File: src/rtl/vga_timing_rx.sv
// Parallel-video receiver: recovers pixel coordinates from Vsync/DE, measures the active
// raster and declares lock once consecutive frames agree.
`timescale 1ns/1ps
module vga_timing_rx #(
   parameter bit          VS_POL      = 1'b1,
   parameter int unsigned LOCK_FRAMES = 2,
   parameter int unsigned MAX_W       = 1024,
   parameter int unsigned MAX_H       = 768
) (
   input  logic        clk,
   input  logic        reset,
   input  logic        en,
   input  logic        iHsync,
   input  logic        iVsync,
   input  logic        iDE,
   input  logic [7:0]  iR,
   input  logic [7:0]  iG,
   input  logic [7:0]  iB,
   output logic [7:0]  R,
   output logic [7:0]  G,
   output logic [7:0]  B,
   output logic        pix_valid,
   output logic [10:0] pix_x,
   output logic [9:0]  pix_y,
   output logic        sof,
   output logic        eol,
   output logic [10:0] h_active,
   output logic [9:0]  v_active,
   output logic        locked,
   output logic        err
);

   typedef enum logic [1:0] {StSearch, StMeasure, StLocked} state_e;

   localparam logic [10:0] MaxW  = 11'(MAX_W);
   localparam logic [9:0]  MaxH  = 10'(MAX_H);
   localparam logic [3:0]  LockN = 4'(LOCK_FRAMES);

   state_e      state;
   logic        hsync_unused;
   logic        vs_d, vs_q, de_d, de_q;
   logic [7:0]  r_d, g_d, b_d;
   logic        vs_rise, de_fall;
   logic [10:0] x_cnt, x_inc, x_cur, line_w, lw_end;
   logic [9:0]  y_cnt, y_inc, y_cur, y_end;
   logic        frame_bad, bad_end;
   logic [3:0]  match_cnt, match_nxt;

   assign hsync_unused = iHsync;

   // *_end values fold in a line that closes in the same cycle as vs_rise.
   always_comb begin
      vs_rise = vs_d & ~vs_q;
      de_fall = de_q & ~de_d;
      x_inc   = (x_cnt == 11'h7FF) ? x_cnt : x_cnt + 11'd1;
      y_inc   = (y_cnt == 10'h3FF) ? y_cnt : y_cnt + 10'd1;
      y_end   = de_fall ? y_inc : y_cnt;
      lw_end  = (de_fall && y_cnt == '0) ? x_cnt : line_w;
      bad_end = frame_bad || (x_cnt > MaxW) || (y_cnt > MaxH) ||
                (de_fall && y_cnt != '0 && x_cnt != line_w);
      x_cur   = vs_rise ? '0 : x_cnt;
      y_cur   = vs_rise ? '0 : y_cnt;
      match_nxt = 4'd1;
      if (lw_end == h_active && y_end == v_active) begin
         match_nxt = (match_cnt == 4'hF) ? match_cnt : match_cnt + 4'd1;
      end
   end

   always_ff @(posedge clk or posedge reset) begin
      if (reset) begin
         vs_d      <= 1'b0;
         vs_q      <= 1'b0;
         de_d      <= 1'b0;
         de_q      <= 1'b0;
         r_d       <= '0;
         g_d       <= '0;
         b_d       <= '0;
         x_cnt     <= '0;
         y_cnt     <= '0;
         line_w    <= '0;
         frame_bad <= 1'b0;
         pix_valid <= 1'b0;
         pix_x     <= '0;
         pix_y     <= '0;
         sof       <= 1'b0;
         eol       <= 1'b0;
         R         <= '0;
         G         <= '0;
         B         <= '0;
      end else if (en) begin
         vs_d <= (iVsync == VS_POL);
         vs_q <= vs_d;
         de_d <= iDE;
         de_q <= de_d;
         r_d  <= iR;
         g_d  <= iG;
         b_d  <= iB;
         if (vs_rise) begin
            frame_bad <= 1'b0;
            y_cnt     <= '0;
            x_cnt     <= de_d ? 11'd1 : 11'd0;
         end else begin
            frame_bad <= bad_end;
            line_w    <= lw_end;
            if (de_fall) begin
               x_cnt <= '0;
               y_cnt <= y_inc;
            end else if (de_d) begin
               x_cnt <= x_inc;
            end
         end
         pix_valid <= de_d;
         pix_x     <= de_d ? x_cur : '0;
         pix_y     <= de_d ? y_cur : '0;
         sof       <= de_d && x_cur == '0 && y_cur == '0;
         // iDE here is already the sample that follows the pixel in de_d
         eol       <= de_d & ~iDE;
         R         <= de_d ? r_d : '0;
         G         <= de_d ? g_d : '0;
         B         <= de_d ? b_d : '0;
      end
   end

   always_ff @(posedge clk or posedge reset) begin
      if (reset) begin
         state     <= StSearch;
         match_cnt <= '0;
         h_active  <= '0;
         v_active  <= '0;
         locked    <= 1'b0;
         err       <= 1'b0;
      end else if (en) begin
         err <= 1'b0;
         unique case (state)
            StSearch: begin
               if (vs_rise) begin
                  state     <= StMeasure;
                  match_cnt <= '0;
               end
            end
            StMeasure: begin
               if (vs_rise) begin
                  if (bad_end) begin
                     err       <= 1'b1;
                     match_cnt <= '0;
                  end else if (y_end != '0) begin
                     h_active  <= lw_end;
                     v_active  <= y_end;
                     match_cnt <= match_nxt;
                     if (match_nxt >= LockN) begin
                        state  <= StLocked;
                        locked <= 1'b1;
                     end
                  end
               end
            end
            StLocked: begin
               if (vs_rise && (bad_end || lw_end != h_active || y_end != v_active)) begin
                  err       <= 1'b1;
                  locked    <= 1'b0;
                  match_cnt <= '0;
                  state     <= StMeasure;
               end
            end
            default: state <= StSearch;
         endcase
      end
   end

endmodule

File: config.mk
export PLATFORM = sky130hd
export DESIGN_NAME = vga_timing_rx
export DESIGN_NICKNAME = d
export VERILOG_FILES = /design/src/rtl/vga_timing_rx.sv
export SDC_FILE = /design/constraint.sdc
export NUM_CORES = 1
export LEC_CHECK = 0
export CORE_MARGIN = 8
export CORE_UTILIZATION = 40
export DETAILED_ROUTE_END_ITERATION = 7
export SYNTH_ARGS = -nofsm -noshare
export SYNTH_HDL_FRONTEND = slang
export SYNTH_SLANG_ARGS = --single-unit
File: constraint.sdc
create_clock -name clk -period 9.25 [get_ports clk]
set_input_delay 1.3875 -clock clk [delete_from_list [all_inputs] [get_ports clk]]
set_output_delay 1.3875 -clock clk [all_outputs]
set_load 0.02 [all_outputs]
==> results.cfg, run 1 <==
[setup_path]
timing.reg2reg.worst_path_depth = 9
setup.reg_to_reg.worst_slack_ns = 5.12
crit_cells = 9
delay_contributed_by_the_slowest_stage_of_the_critical_path_ns = 0.76
crit_path_end_kind = flip-flop
critPathMaxFanout = 11
r2r-end = locked
crit_arrival_ns = 4.44
timing.rr.start = y_cnt[0]
path_class = reg2reg
start_kind = flip-flop
crit_chain = ha_1 > nand3b_1 > nor4b_1 > nor3_1 > nor4b_1 > o211ai_1 > nor3_1 > a2111oi_0 > o32ai_1
path_buf_inv = 0
worstPathRequired_ns = 9.56
crit_slowest_cell = sky130_fd_sc_hd__nor3_1
worst_path_dominant_cell_family = simple AND/OR/NAND/NOR gates

[layout]
finish.net_count = 772
fin_area_sq_um = 8660
post_route_cells_drive_above_1_share_pct = 13.1
area_growth_pct = 25.3
fillerInstances = 1579
antenna_cells_inserted = 0
final-instance-count-excl-fill = 971

[clocking]
cts_resized = 0
clock_latency_ns = 0.42
tritoncts.num_buffers = 17
cts_tree = yes
ctsLongestPathBuffers = 2
cts-root-buf = sky130_fd_sc_hd__clkbuf_16
numClockSinks = 137
htreeDepth = 4
clkSlewWorstSetupHoldPaths_ns = 0.06
cts.repair_timing.setup_buffer_count = 0
cts_hold_buffers = 0

[hold_path]
worstHoldPathCells = 1
worstHoldEndpoint = B[6]
hold_path.startpoint = b_d[6]
worst_hold_path_type = reg2reg

[power]
post-layout-total-power_mw = 2.02
power_per_cell_area_nw_per_um2 = 233
vdd_ir_drop_max_mv = 0.128
total_leakage_power_nw = 3.61

[synthesis]
synthArstFlopShare_pct = 100
ys_top_cells_by_area = sky130_fd_sc_hd__dfrtp_1 (50%), sky130_fd_sc_hd__mux2_2 (6.4%), sky130_fd_sc_hd__a22o_1 (5.1%)
mappedNetlistArea_sq_um = 6910
ys_warn_count = 0
synth.ff_latch_count = 137
synthesis.area_per_instance_sq_um = 10.5
synthFlopType = sky130_fd_sc_hd__dfrtp_1
synthCells = 659
yosys.area.top_type_share_pct = 49.6
synth_sequential_area_ratio_pct = 49.6
post-synth-top-area-cell = sky130_fd_sc_hd__dfrtp_1
synthTopCellsByCount = sky130_fd_sc_hd__dfrtp_1 (137), sky130_fd_sc_hd__nand2_1 (48), sky130_fd_sc_hd__o21ai_0 (41)
syn_nets = 698
post-synth-top-count-cell = sky130_fd_sc_hd__dfrtp_1
post_synth_num_cell_types = 73
synth_edf_count = 0

[floorplan]
die_area_sq_um = 21700
initial_core_util_pct = 40.4
fp-row-count = 48
floorplan.die.width_microns = 147
coreArea_sq_um = 17100
ioPinCount = 101
fp.dieH_microns = 147

[route]
post_drt_via_cell_ratio = 5.60
routed_wire_length_microns = 18300
first_iter_violations = 364
drt_wl_cell_microns = 18.8
drt_first_pass_iters = 5
remaining_antenna_violation_count = 0
routed-via-count = 5441
drcViolationCount = 0

[sta]
setup-violations-final = 0
final.min_clock_period_ns = 4.13
finalClockSkew_ns = 0.00708
final-max-slew-violation-count = 0
period_share_pct = 44.6
worst_pin_slew_ns = 0.937
fmax_ghz = 0.242
timing.slew.headroom_pct = 37.5
totalNegativeSetupSlack_ns = 0
hold_violations = 0
grt_setup_unrepaired = false

[global_route]
globalRouteTotalUtil_pct = 17.5
grt_remaining_overflow = 0
first_pass_grt_wire_length_microns = 30900
via_count_of_the_first_global_routing_pass = 5607
grt_start_max_net_pins = 75
number_of_antenna_violations_at_the_first_check_in_global_routing = 0

[placed_design]
post-dp-hpwl_microns = 12900
dp_cells = 939
port-buffer-count = 99
dpl-instance-area_sq_um = 8020
gp_routability_congestion = 0.856

[run]
maxCapViolCount = 0

[status]
run_status = finished clean
## area by class of cell
class                   count  area [sq um]  share of cell area, %
clock buffers              19           443                   5.12
well taps                 225           282                   3.25
inverters                  29           114                   1.32
multi-input cells         442          3160                   36.5
flip-flops and latches    137          3430                   39.6
repair buffers            106          1040                   12.0
clock inverters            13           191                   2.21
## layer usage
| layer | up-vias | GRT usage (%) | share of wire [%] |
|---|---|---|---|
| met5 | - | 0 | 0 |
| met4 | 0 | 5.92 | 1.5 |
| met1 | 2698 | 23.7 | 46 |
| met2 | 168 | 25.3 | 44 |
| met3 | 20 | 6.57 | 8.3 |
| li1 | 2555 | - | - |
## cells by family after synthesis
family	after synthesis	synth area share, %
AO/OA/AOI/OAI	164	17.2
XOR/XNOR	38	4.82
adder cells (fa/ha/maj)	9	1.63
buffers and inverters	80	4.62
flip-flops	137	49.6
multiplexers	49	7.81
AND/OR/NAND/NOR	182	14.3
## sequential cells by signal, summed over array words and instances, names as in the netlist, 2 cells and up
name       flops
r_d            8
state          2
match_cnt      4
pix_x         11
pix_y         10
G              8
g_d            8
R              8
b_d            8
y_cnt         10
line_w        11
x_cnt         11
v_active      10
h_active      11
B              8
## cell usage in the layout, fill, tap and decap left out, types with 21 or more instances in the layout
master | synthesis | final
sky130_fd_sc_hd__o21ai_0 | 41 | 41
sky130_fd_sc_hd__nand3_1 | 23 | 23
sky130_fd_sc_hd__dfrtp_1 | 137 | 137
sky130_fd_sc_hd__xnor2_1 | 23 | 23
sky130_fd_sc_hd__nand2_1 | 48 | 48
sky130_fd_sc_hd__nor2_1 | 28 | 28
sky130_fd_sc_hd__clkdlybuf4s50_1 | 0 | 98
sky130_fd_sc_hd__inv_1 | 28 | 27
sky130_fd_sc_hd__mux2_2 | 39 | 39
sky130_fd_sc_hd__a22o_1 | 40 | 40
sky130_fd_sc_hd__a21oi_1 | 21 | 21
## power by group
| part | leakage [nW] | switching (mW) | internal, mW |
|---|---|---|---|
| clock | 0.301 | 0.268 | 0.461 |
| sequential | 1.80 | 0.0923 | 0.671 |
| combinational | 1.50 | 0.288 | 0.235 |
| total | 3.61 | 0.649 | 1.37 |
## through the flow
step	util [%]	setup WS, ns	hold slack, ns
final	50.6	5.12	0.486
after global placement	46.9	5.32	0.468
after detailed placement	46.9	5.28	0.474
after global routing	50.6	4.74	0.500
after CTS	50.6	5.24	0.486
after floorplan	-	4.19	0.456
## how the worst max path moves through the flow
stage | end | from | slack (ns)
2_1_floorplan | B[0] | reset | 4.19
4_1_cts | locked | y_cnt[0] | 5.24
6_report | locked | y_cnt[0] | 5.12
5_1_grt | locked | y_cnt[0] | 4.74
3_5_place_dp | locked | y_cnt[0] | 5.28
3_3_place_gp | locked | y_cnt[0] | 5.32
Power figures use the tool's default switching activity.
==> run 2: changes to the inputs <==
==> constraint.sdc (replaced) <==
create_clock -name clk -period 3.36 [get_ports clk]
set_input_delay 0.504 -clock clk [delete_from_list [all_inputs] [get_ports clk]]
set_output_delay 0.504 -clock clk [all_outputs]
set_load 0.02 [all_outputs]
==> run 2 against run 1 <==
Net effect: power increased to 2.8 times the previous value; non-clock buffer count increased by 39; final cell count grew 4.0%; die area is the same; utilization increased by 2.1 points; clock power rose to 2.7 times the previous value; clock-buffer cell count is 1 lower; combinational power rose to 3.1 times the previous value; cell area up 4.2%; setup slack got worse by 5.0 ns; critical path type unchanged.
==> results.cfg, run 2 (synthesis gave the netlist of run 1 again) <==
[status]
run_status = finished clean

[global_route]
first_pass_grt_wire_length_microns = 31700
grt_start_max_net_pins = 46
globalRouteTotalUtil_pct = 18.3
via_count_of_the_first_global_routing_pass = 5829
grt_remaining_overflow = 0
number_of_antenna_violations_at_the_first_check_in_global_routing = 0

[placed_design]
post-dp-hpwl_microns = 14000
port-buffer-count = 99
gp_routability_congestion = 0.899

[sta]
finalClockSkew_ns = 0.00768
final-max-slew-violation-count = 0
period_share_pct = 96.5
setup-violations-final = 0
post_route_hold_slack_ns = 0.489
worst_pin_slew_ns = 0.741
hold_violations = 0
final.min_clock_period_ns = 3.24
fmax_ghz = 0.309
timing.slew.headroom_pct = 50.6

[power]
vdd_ir_drop_max_mv = 0.440
total_leakage_power_nw = 3.82
power_per_cell_area_nw_per_um2 = 629

[route]
routed-via-count = 5648
remaining_antenna_violation_count = 0
drt_first_pass_iters = 7
first_iter_violations = 292
drcViolationCount = 0
routed_wire_length_microns = 19300
post_drt_via_cell_ratio = 5.59
drt_wl_cell_microns = 19.1

[layout]
area_growth_pct = 30.5
antenna_cells_inserted = 0
most-common-layout-cells = sky130_fd_sc_hd__dfrtp_1 (135), sky130_fd_sc_hd__clkdlybuf4s50_1 (98), sky130_fd_sc_hd__nand2_1 (48), sky130_fd_sc_hd__buf_4 (44)
postLayoutCoreUtil_pct = 52.7
commonest_non_fill_non_tap_cell_in_the_layout = sky130_fd_sc_hd__dfrtp_1
finish.net_count = 811
post_route_cells_drive_above_1_share_pct = 18.7

[hold_path]
worst_hold_path_type = reg2reg

[clocking]
clkSlewWorstSetupHoldPaths_ns = 0.06
numClockSinks = 137
cts_tree = yes
htreeDepth = 4
cts-root-buf = sky130_fd_sc_hd__clkbuf_16
clock_latency_ns = 0.42
cts_hold_buffers = 0
ctsLongestPathBuffers = 2
tritoncts.num_buffers = 17

[setup_path]
path_class = reg2reg
worstPathRequired_ns = 3.66
start_kind = flip-flop
crit_arrival_ns = 3.54
delay_contributed_by_the_slowest_stage_of_the_critical_path_ns = 0.47
crit_chain = inv_1 > ha_4 > or3b_4 > nor4_4 > buf_4 > mux2i_1 > a22oi_2 > nand4_4 > o41a_1 > o31ai_2 > o41ai_2
path_buf_inv = 2
worst_path_dominant_cell_family = compound AO/OA/AOI/OAI gates
crit_slowest_cell = sky130_fd_sc_hd__o41a_1
crit_path_end_kind = flip-flop
critPathMaxFanout = 5

[floorplan]
die_area_sq_um = 21700
coreArea_sq_um = 17100
initial_core_util_pct = 40.4
floorplan.die.width_microns = 147
ioPinCount = 101
fp.dieH_microns = 147
fp-row-count = 48

[run]
maxCapViolCount = 0
## run 2: metrics by stage
| stage | setup WS [ns] | instances | total power [mW] | setup TNS, ns | area, sq um |
|---|---|---|---|---|---|
| floorplan | 0.225 | 659 | 3.04 | 0 | 6910 |
| global placement | 0.172 | 974 | 3.59 | 0 | 8310 |
| detailed placement | 0.0535 | 974 | 3.62 | 0 | 8310 |
| CTS | 0.0256 | 1006 | 5.61 | 0 | 8920 |
| global route | -0.0157 | 1010 | 5.97 | -0.0157 | 9020 |
| finish | 0.119 | 1010 | 5.67 | 0 | 9020 |
## run 2: report_power, final
part / total (mW) / internal [mW] / switching (mW)
clock network: 1.96 / 1.19 / 0.776
registers: 2.08 / 1.85 / 0.230
logic: 1.63 / 0.754 / 0.878
total: 5.67 / 3.79 / 1.88
## run 2: repair_timing
action                                  CTS  global route
gates resized for setup                   0            16
setup buffers                             0             4
endpoints found under the setup margin    0             6
## run 2: worst reg2reg max path: cells and delay by family (launching register included)
kind	cells	cell delay, ns
AOI/OAI and AO/OA	4	1.08
adders and majority gates	1	0.16
buffers and inverters	2	0.34
DFF	1	0.43
muxes	1	0.11
and+or+nand+nor	3	1.00
## run 2: routing by layer
metal  vias to the layer above  part of all wire (%)  track usage [%]  wire length, microns
met3                        24                   9.8             7.15                  1890
met5                         -                     0                0                     0
met4                         0                   1.5             6.83                   286
met1                      2775                    44             23.2                  8430
li1                       2639                     -                -                     -
met2                       210                    45             27.7                  8690
## run 2: area by class of cell
type                            count  area, sq um
Multi-Input combinational cell    442         3220
Clock buffer                       18          429
Fill cell                        1545         8100
Tap cell                          225          282
Sequential cell                   137         3430
Clock inverter                     14          184
Inverter                           29          113
Timing Repair Buffer              145         1360
## run 2: path summary, 6_finish.rpt
kind | startpoint | endpoint | slack (ns) | cells after the start
worst max-delay path | y_cnt[0] | state[0] | 0.12 | 11
worst min-delay path | sof | sof | 0.49 | 1
worst max register to register | y_cnt[0] | state[0] | 0.12 | 11
worst min register to register | sof | sof | 0.49 | 1
max in group asynchronous | reset | b_d[7] | 2.16 | 3
min in group asynchronous | reset | b_d[4] | 0.50 | 2
